## src/rtl/flag_unit.sv

```systemverilog
// rtl/flag_unit.sv - ALU condition-flag pipeline (pending + committed), bypass via FLAG_BYPASS_EN
module flag_unit #(
    parameter int WIDTH = 16
) (
    input  logic             clk,
    input  logic             rst,
    input  logic             SetFlag,
    input  logic             Sub,
    input  logic [WIDTH-1:0] OpA,
    input  logic [WIDTH-1:0] OpB,
    input  logic [WIDTH-1:0] Result,
    input  logic             Stall,
    input  logic             Flush,
    output logic [2:0]       Flag,
    output logic             FlagHazard,
    output logic             PendValid
);

    typedef enum logic {
        S_EMPTY = 1'b0,
        S_PEND  = 1'b1
    } state_t;

    state_t     r_state;
    state_t     w_state_next;
    logic [2:0] r_pend;
    logic [2:0] r_comm;

    logic       w_z;
    logic       w_n;
    logic       w_v;
    logic       w_sign_a;
    logic       w_sign_b;
    logic       w_sign_r;
    logic [2:0] w_ex_flags;
    logic       w_ex_write;
    logic       w_pend_v;
    logic [2:0] w_flag;
    logic       w_hazard;

    assign w_sign_a   = OpA[WIDTH-1];
    assign w_sign_b   = OpB[WIDTH-1];
    assign w_sign_r   = Result[WIDTH-1];
    assign w_z        = (Result == '0);
    assign w_n        = w_sign_r;
    // Overflow: operand signs agree (add) or differ (sub) and the result sign flips away from OpA.
    assign w_v        = (Sub ? (w_sign_a != w_sign_b) : (w_sign_a == w_sign_b))
                        & (w_sign_r != w_sign_a);
    assign w_ex_flags = {w_z, w_v, w_n};
    assign w_ex_write = SetFlag & ~Flush;
    assign w_pend_v   = (r_state == S_PEND);

    always_comb begin
        w_state_next = r_state;
        if (!Stall) begin
            w_state_next = w_ex_write ? S_PEND : S_EMPTY;
        end
    end

    always_ff @(posedge clk) begin
        if (rst) begin
            r_state <= S_EMPTY;
            r_pend  <= 3'b000;
            r_comm  <= 3'b000;
        end else if (!Stall) begin
            r_state <= w_state_next;
            r_pend  <= w_ex_flags;
            if (r_state == S_PEND) begin
                r_comm <= r_pend;
            end
        end
    end

`ifdef FLAG_BYPASS_EN
    always_comb begin
        w_flag   = r_comm;
        w_hazard = 1'b0;
        if (w_ex_write) begin
            w_flag = w_ex_flags;
        end else if (w_pend_v) begin
            w_flag = r_pend;
        end
    end
`else
    always_comb begin
        w_flag   = r_comm;
        w_hazard = w_ex_write | w_pend_v;
    end
`endif

    // Reset masks the outputs in the same cycle, before the registers clear.
    always_comb begin
        Flag       = w_flag;
        FlagHazard = w_hazard;
        if (rst) begin
            Flag       = 3'b000;
            FlagHazard = 1'b0;
        end
    end

    assign PendValid = w_pend_v;

endmodule

```

## config.mk

```make
export PLATFORM = sky130hd
export DESIGN_NAME = flag_unit
export DESIGN_NICKNAME = d
export VERILOG_FILES = /design/src/rtl/flag_unit.sv
export SDC_FILE = /design/constraint.sdc
export NUM_CORES = 1
export LEC_CHECK = 0
export ABC_AREA = 1
export BUFFER_PORTS_ARGS = -buffer_cell sky130_fd_sc_hd__buf_2
export CORE_MARGIN = 2
export CORE_UTILIZATION = 29
export CTS_BUF_LIST = sky130_fd_sc_hd__clkbuf_4 sky130_fd_sc_hd__clkbuf_8 sky130_fd_sc_hd__clkbuf_16
export DETAILED_ROUTE_END_ITERATION = 10
export PLACE_DENSITY = 0.83
export SLEW_MARGIN = 20
export SYNTH_ARGS = -nofsm -noshare
export SYNTH_HDL_FRONTEND = slang
export SYNTH_SLANG_ARGS = --single-unit
```

## constraint.sdc

```tcl
create_clock -name clk -period 1.3 [get_ports clk]
set_clock_uncertainty 0.2 [all_clocks]
set_input_delay 0.065 -clock clk [delete_from_list [all_inputs] [get_ports clk]]
set_output_delay 0.065 -clock clk [all_outputs]
set_load 0.1 [all_outputs]
```

==> results of run 1 <==
==> cell type report <==
| type | instances | area (µm²) |
|---|---|---|
| fill | 113 | 454 |
| timing repair buffer | 44 | 375 |
| multi-input combinational | 41 | 275 |
| sequential | 7 | 144 |
| inverter | 9 | 36.3 |
| clock buffer | 4 | 30.0 |
| tap | 15 | 18.8 |
==> flip-flops by register name, indices dropped and copies added, names as in the netlist <==
signal,cells
PendValid,1
r_comm,3
r_pend,3
==> per-stage QoR <==
stage / setup slack, ns / hold slack [ns] / power [mW] / cell area [µm²]
2_1_floorplan: -0.152 / -0.0620 / 0.347 / 458
3_3_place_gp: 0.300 / 0.164 / 0.417 / 687
3_5_place_dp: 0.289 / 0.166 / 0.421 / 687
4_1_cts: 0.0222 / 0.00407 / 0.672 / 877
5_1_grt: 0.00263 / 0.0177 / 0.701 / 880
6_report: 0.0333 / 0.000292 / 0.672 / 880
==> power groups by stage <==
stage	registers, mW	clock network [mW]	logic (mW)
after floorplan	0.250	0	0.0978
after global placement	0.237	0	0.180
after detailed placement	0.238	0	0.183
after CTS	0.233	0.219	0.219
after global routing	0.234	0.227	0.239
final	0.233	0.215	0.223
==> worst min path at each step <==
stage	startpoint	endpoint	slack, ns
after floorplan	rst	r_comm[0]	-0.06
after global placement	Result[14]	r_pend[2]	0.16
after detailed placement	Result[14]	r_pend[2]	0.17
after CTS	Result[1]	r_pend[2]	0.004
after global routing	rst	r_pend[2]	0.02
final	Result[1]	r_pend[2]	0.0003
==> worst max-delay path, delay by kind of cell (launching register included) <==
kind,cells,cell delay (ns)
AOI/OAI and AO/OA,1,0.13
buffers and inverters,2,0.24
DFF,1,0.39
==> placed cells by master, fill, tap and decap left out <==
cell type | synthesis | final
dfxtp_4 | 0 | 1
a21oi_2 | 1 | 1
nor3b_2 | 1 | 1
nand2_4 | 2 | 2
clkbuf_4 | 0 | 4
nor2_4 | 0 | 3
inv_4 | 1 | 1
inv_1 | 8 | 7
nor2_2 | 4 | 5
buf_2 | 1 | 23
dlygate4sd3_1 | 0 | 16
nand3_1 | 2 | 2
inv_2 | 0 | 1
buf_12 | 0 | 5
nor3_2 | 1 | 1
nor2_1 | 12 | 8
a21oi_4 | 0 | 1
dfxtp_1 | 7 | 6
a211oi_2 | 3 | 3
a21oi_1 | 3 | 2
nand3b_1 | 1 | 1
nand2_1 | 10 | 10
a211oi_1 | 1 | 1
==> what timing repair did <==
action | CTS | global route
hold buffers | 16 | 0
gates resized for setup | 0 | 1
hold endpoints to repair | 3 | 0
endpoints found under the setup margin | 0 | 1
==> metal layers <==
layer	wire [µm]	GRT usage, %
met5	0	0
met3	94	4.74
met4	0	3.75
met2	714	32.2
met1	401	11.9
==> kinds of logic (layout without fill, tap and decap cells) <==
kind of cell,after synthesis,count (layout),share of synthesized area [%]
AND/OR/NAND/NOR,33,33,40.5
buffers and inverters,10,57,9.82
AO/OA/AOI/OAI,8,8,16.4
flip-flops,7,7,33.3
==> summary.txt, run 1 <==
Post-synth EDFFs -> 0
Post-synth top area share -> 33.3%
Layout area overhead -> 109%
CORE AREA -> 1330 µm²
Die Wd -> 42.1 µm
Setup bufs post-CTS -> 0
Drt total wl -> 1.21 mm
First-pass GRT wire length -> 1.99 mm
Final Hold Fails -> 0
Internal Power -> 0.469 mW
Yosys Warn Count -> 0
CP Capture Point -> FlagHazard
Routed vias/inst -> 4.41
WS Path Type -> register to primary output
CTS clk-pin slew, worst paths -> 0.05 ns
Root buf cell -> clkbuf_4
# diodes -> 0
Top-count cell post-synth -> nor2_1
Yosys cell types -> 16
Vias in the first global route -> 545
Synth top cells by count -> nor2_1, nand2_1, inv_1, dfxtp_1, nor2_2
Initial Util -> 31.5%
I/O pin total -> 59
CTS tree -> yes
Max cap viols -> 0
P_leak -> 0.394 nW
Vias -> 529
Worst R2R Start -> PendValid
H-tree levels -> 1
CTS max path bufs -> 2
Register-to-Register Path Depth -> 2
Setup TNS -> 0 ns
Total CTS buffers -> 3
Die height -> 42.1 µm
Clk Latency, worst-skew pair -> 0.24 ns
Layout Utilization -> 65.9%
Clock Power Share -> 32.1%
Max Freq -> 0.789 GHz
VDD IR-drop max -> 353 µV
IO buf count -> 28
FF-to-FF End -> PendValid
RSZ-0062 raised after global routing -> false
Crit path from -> PendValid
Hold Crit Class -> input pin to register
Worst EP required -> 1.03 ns
Relative slew slack -> 75.9%
Worst Setup Start Kind -> register
Synth area leaders -> dfxtp_1, nor2_1, a211oi_2
Share of the yosys chip area belonging to registers -> 33.3%
Avg Inst Size Synth -> 7.25 µm²
Critical path peak fanout -> 4
Detailed Route Iter0 Violations -> 7
Area leader, netlist -> dfxtp_1
CP Data Arrival Time -> 1.00 ns
FFs w/ async S/R, synth -> 0%
Sink Count -> 7
Worst-margin pin slew -> 0.361 ns
Sequential share of power -> 34.7%
P_sw -> 0.203 mW
Initial antenna violation count -> 0
Minimum clock period -> 1.27 ns
Final HPWL DP -> 768 µm
Row count -> 13
Final period utilization -> 97.4%
Most used DFF post-synth -> dfxtp_1
Share of layout cells above drive strength 1 -> 49.5%
Die ar. -> 1770 µm²
PD cells -> 764 nW/µm²
Status -> finished clean
GP Congestion -> 0.706
CP endpoint kind -> primary output
Crit-path slowest cell -> dfxtp_4
Average wire per standard cell -> 10.1 µm
Sw Share -> 30.2%
Syn Nets -> 112
Placed insts -> 100
Max-slew violation count -> 0
NumNets Final -> 160
Largest net degree at the start of global routing -> 12
Slowest stage delay, CP -> 0.39 ns
Critical-path cell list -> inv_2 -> a21oi_4 -> buf_12
Comb pwr share -> 33.2%
Seq cells post-synth -> 7
Worst R2R Setup Slack -> 0.34 ns
WHS Path Cells -> 6
Final setup viols -> 0
Remaining antenna violation count -> 0
Layout Cells excl Fill -> 120
DRC Markers -> 0
Area of the mapped netlist -> 420 µm²
Gate Count Post-Synth -> 58
Total GRT Usage -> 14.7%
Total grt overflow -> 0
DRT Pass-1 Iters -> 3
(Power assumes the default switching activity.)
==> inputs of run 2 (changes only) <==
Settings changed: CORE_MARGIN 2 to not set.
==> summary.txt, run 2 (synthesis gave the netlist of run 1 again) <==
GP Congestion -> 0.650 (was 0.706)
Comb pwr share -> 34.5% (was 33.2%)
Final period utilization -> 95.7% (was 97.4%)
Most common cell after layout, fill and taps aside -> buf_2 (unchanged)
Largest net degree at the start of global routing -> 12 (unchanged)
Worst-margin pin slew -> 0.364 ns (was 0.361 ns)
Routed vias/inst -> 4.40 (was 4.41)
Initial antenna violation count -> 0 (unchanged)
Total grt overflow -> 0 (unchanged)
Final setup viols -> 0 (unchanged)
Root buf cell -> clkbuf_4 (unchanged)
Status -> finished clean (unchanged)
PD cells -> 748 nW/µm² (was 764 nW/µm²)
Total CTS buffers -> 3 (unchanged)
Total GRT Usage -> 19.2% (was 14.7%)
Clk Latency, worst-skew pair -> 0.25 ns (was 0.24 ns)
Die height -> 40.1 µm (was 42.1 µm)
CTS clk-pin slew, worst paths -> 0.05 ns (about the same)
Drt total wl -> 1.22 mm (was 1.21 mm)
Sequential share of power -> 33.6% (was 34.7%)
# diodes -> 0 (unchanged)
DRC Markers -> 0 (unchanged)
Share of layout cells above drive strength 1 -> 48.2% (was 49.5%)
CORE AREA -> 1320 µm² (was 1330 µm²)
Final Hold Fails -> 0 (unchanged)
WS Path Type -> register to primary output (unchanged)
Detailed Route Iter0 Violations -> 4 (was 7)
VDD IR-drop max -> 318 µV (was 353 µV)
Top delay family on crit path -> flip-flops (unchanged)
CTS max path bufs -> 2 (unchanged)
Worst EP required -> 1.03 ns (about the same)
Sw Share -> 30.5% (was 30.2%)
Worst Setup Start Kind -> register (unchanged)
Max-slew violation count -> 0 (unchanged)
Die Wd -> 40.1 µm (was 42.1 µm)
Initial Util -> 31.9% (was 31.5%)
Crit path buf inv count -> 2 (unchanged)
DRT Pass-1 Iters -> 4 (was 3)
Setup TNS -> 0 ns (unchanged)
NumNets Final -> 165 (was 160)
Minimum clock period -> 1.24 ns (was 1.27 ns)
Hold Crit Class -> input pin to register (unchanged)
Row count -> 13 (unchanged)
H-tree levels -> 1 (unchanged)
Clock Power Share -> 32.0% (was 32.1%)
Vias in the first global route -> 542 (was 545)
Max Freq -> 0.804 GHz (was 0.789 GHz)
Max cap viols -> 0 (unchanged)
First-pass GRT wire length -> 2.04 mm (was 1.99 mm)
Post-cts sizing count -> 0 (unchanged)
Layout Utilization -> 70.0% (was 65.9%)
Die ar. -> 1610 µm² (was 1770 µm²)
Number of fillers in the final layout -> 93 (was 113)
RSZ-0062 raised after global routing -> false (unchanged)
Vias -> 550 (was 529)
Critical path peak fanout -> 4 (unchanged)
I/O pin total -> 59 (unchanged)
Sink Count -> 7 (unchanged)
P_leak -> 0.417 nW (was 0.394 nW)
CP endpoint kind -> primary output (unchanged)
CTS tree -> yes (unchanged)
Average wire per standard cell -> 9.78 µm (was 10.1 µm)
IO buf count -> 28 (unchanged)
Remaining antenna violation count -> 0 (unchanged)
Layout area overhead -> 119% (was 109%)
Internal Power -> 0.479 mW (was 0.469 mW)
P_sw -> 0.211 mW (was 0.203 mW)
Relative slew slack -> 75.7% (was 75.9%)
Crit-path slowest cell -> dfxtp_4 (unchanged)
Final HPWL DP -> 735 µm (was 768 µm)
Most frequent cells in the layout -> buf_2, dlygate4sd3_1, nand2_1 (unchanged)
CP Data Arrival Time -> 0.98 ns (was 1.00 ns)
Slowest stage delay, CP -> 0.36 ns (was 0.39 ns)
Critical-path cell list -> inv_2 -> a21oi_4 -> buf_12 (unchanged)
Worst Hold Slack -> 0.00137 ns (was 0.000292 ns)
[run 2: changes by cell type in the layout (fill, tap and decap cells not counted), sizes merged]
cell | previous run | this run
dlygate4sd3 | 16 | 19
buf | 28 | 30
[run 2: area by class of cell]
cell class              count  area (µm²)  share of cell area (%)
flip-flops and latches      7         144                    15.6
well taps                  15        18.8                    2.04
repair buffers             49         420                    45.6
multi-input cells          41         273                    29.6
inverters                   9        36.3                    3.93
clock buffers               4        30.0                    3.26
[run 2: stage by stage]
step	total power [mW]	worst slack (ns)	cell area, µm²	instances
after CTS	0.687	0.0122	907	123
after global placement	0.416	0.300	687	100
after global routing	0.726	0.00143	922	125
final	0.690	0.0563	922	125
after detailed placement	0.422	0.292	687	100
after floorplan	0.347	-0.152	458	58
[run 2: routing by layer]
metal | vias to the layer above | GRT usage, % | part of all wire, %
li1 | 287 | - | -
met1 | 243 | 17.5 | 39
met2 | 20 | 37.9 | 55
met3 | 0 | 4.44 | 5.9
met4 | 0 | 10.3 | 0
met5 | - | 0 | 0
[run 2: repair_timing]
item | in CTS | in global routing
buffers inserted | 0 | 2
hold buffers | 19 | 0
setup endpoints to repair | 0 | 1
hold endpoints to repair | 3 | 0
[run 2: power groups by stage]
| stage | clock (mW) | combinational, mW | sequential (mW) |
|---|---|---|---|
| 2_1_floorplan | 0 | 0.0978 | 0.250 |
| 3_3_place_gp | 0 | 0.180 | 0.237 |
| 5_1_grt | 0.239 | 0.255 | 0.232 |
| 6_report | 0.220 | 0.238 | 0.232 |
| 4_1_cts | 0.225 | 0.228 | 0.233 |
| 3_5_place_dp | 0 | 0.184 | 0.238 |
[run 2: path summary, 6_finish.rpt]
kind	depth (start not counted)	slack, ns	startpoint	to
hold reg to reg	2	0.27	r_pend[1]	r_pend[1]
hold / removal	2	0.001	rst	r_pend[2]
setup reg to reg	4	0.24	PendValid	r_comm[2]
setup / recovery	3	0.06	PendValid	FlagHazard
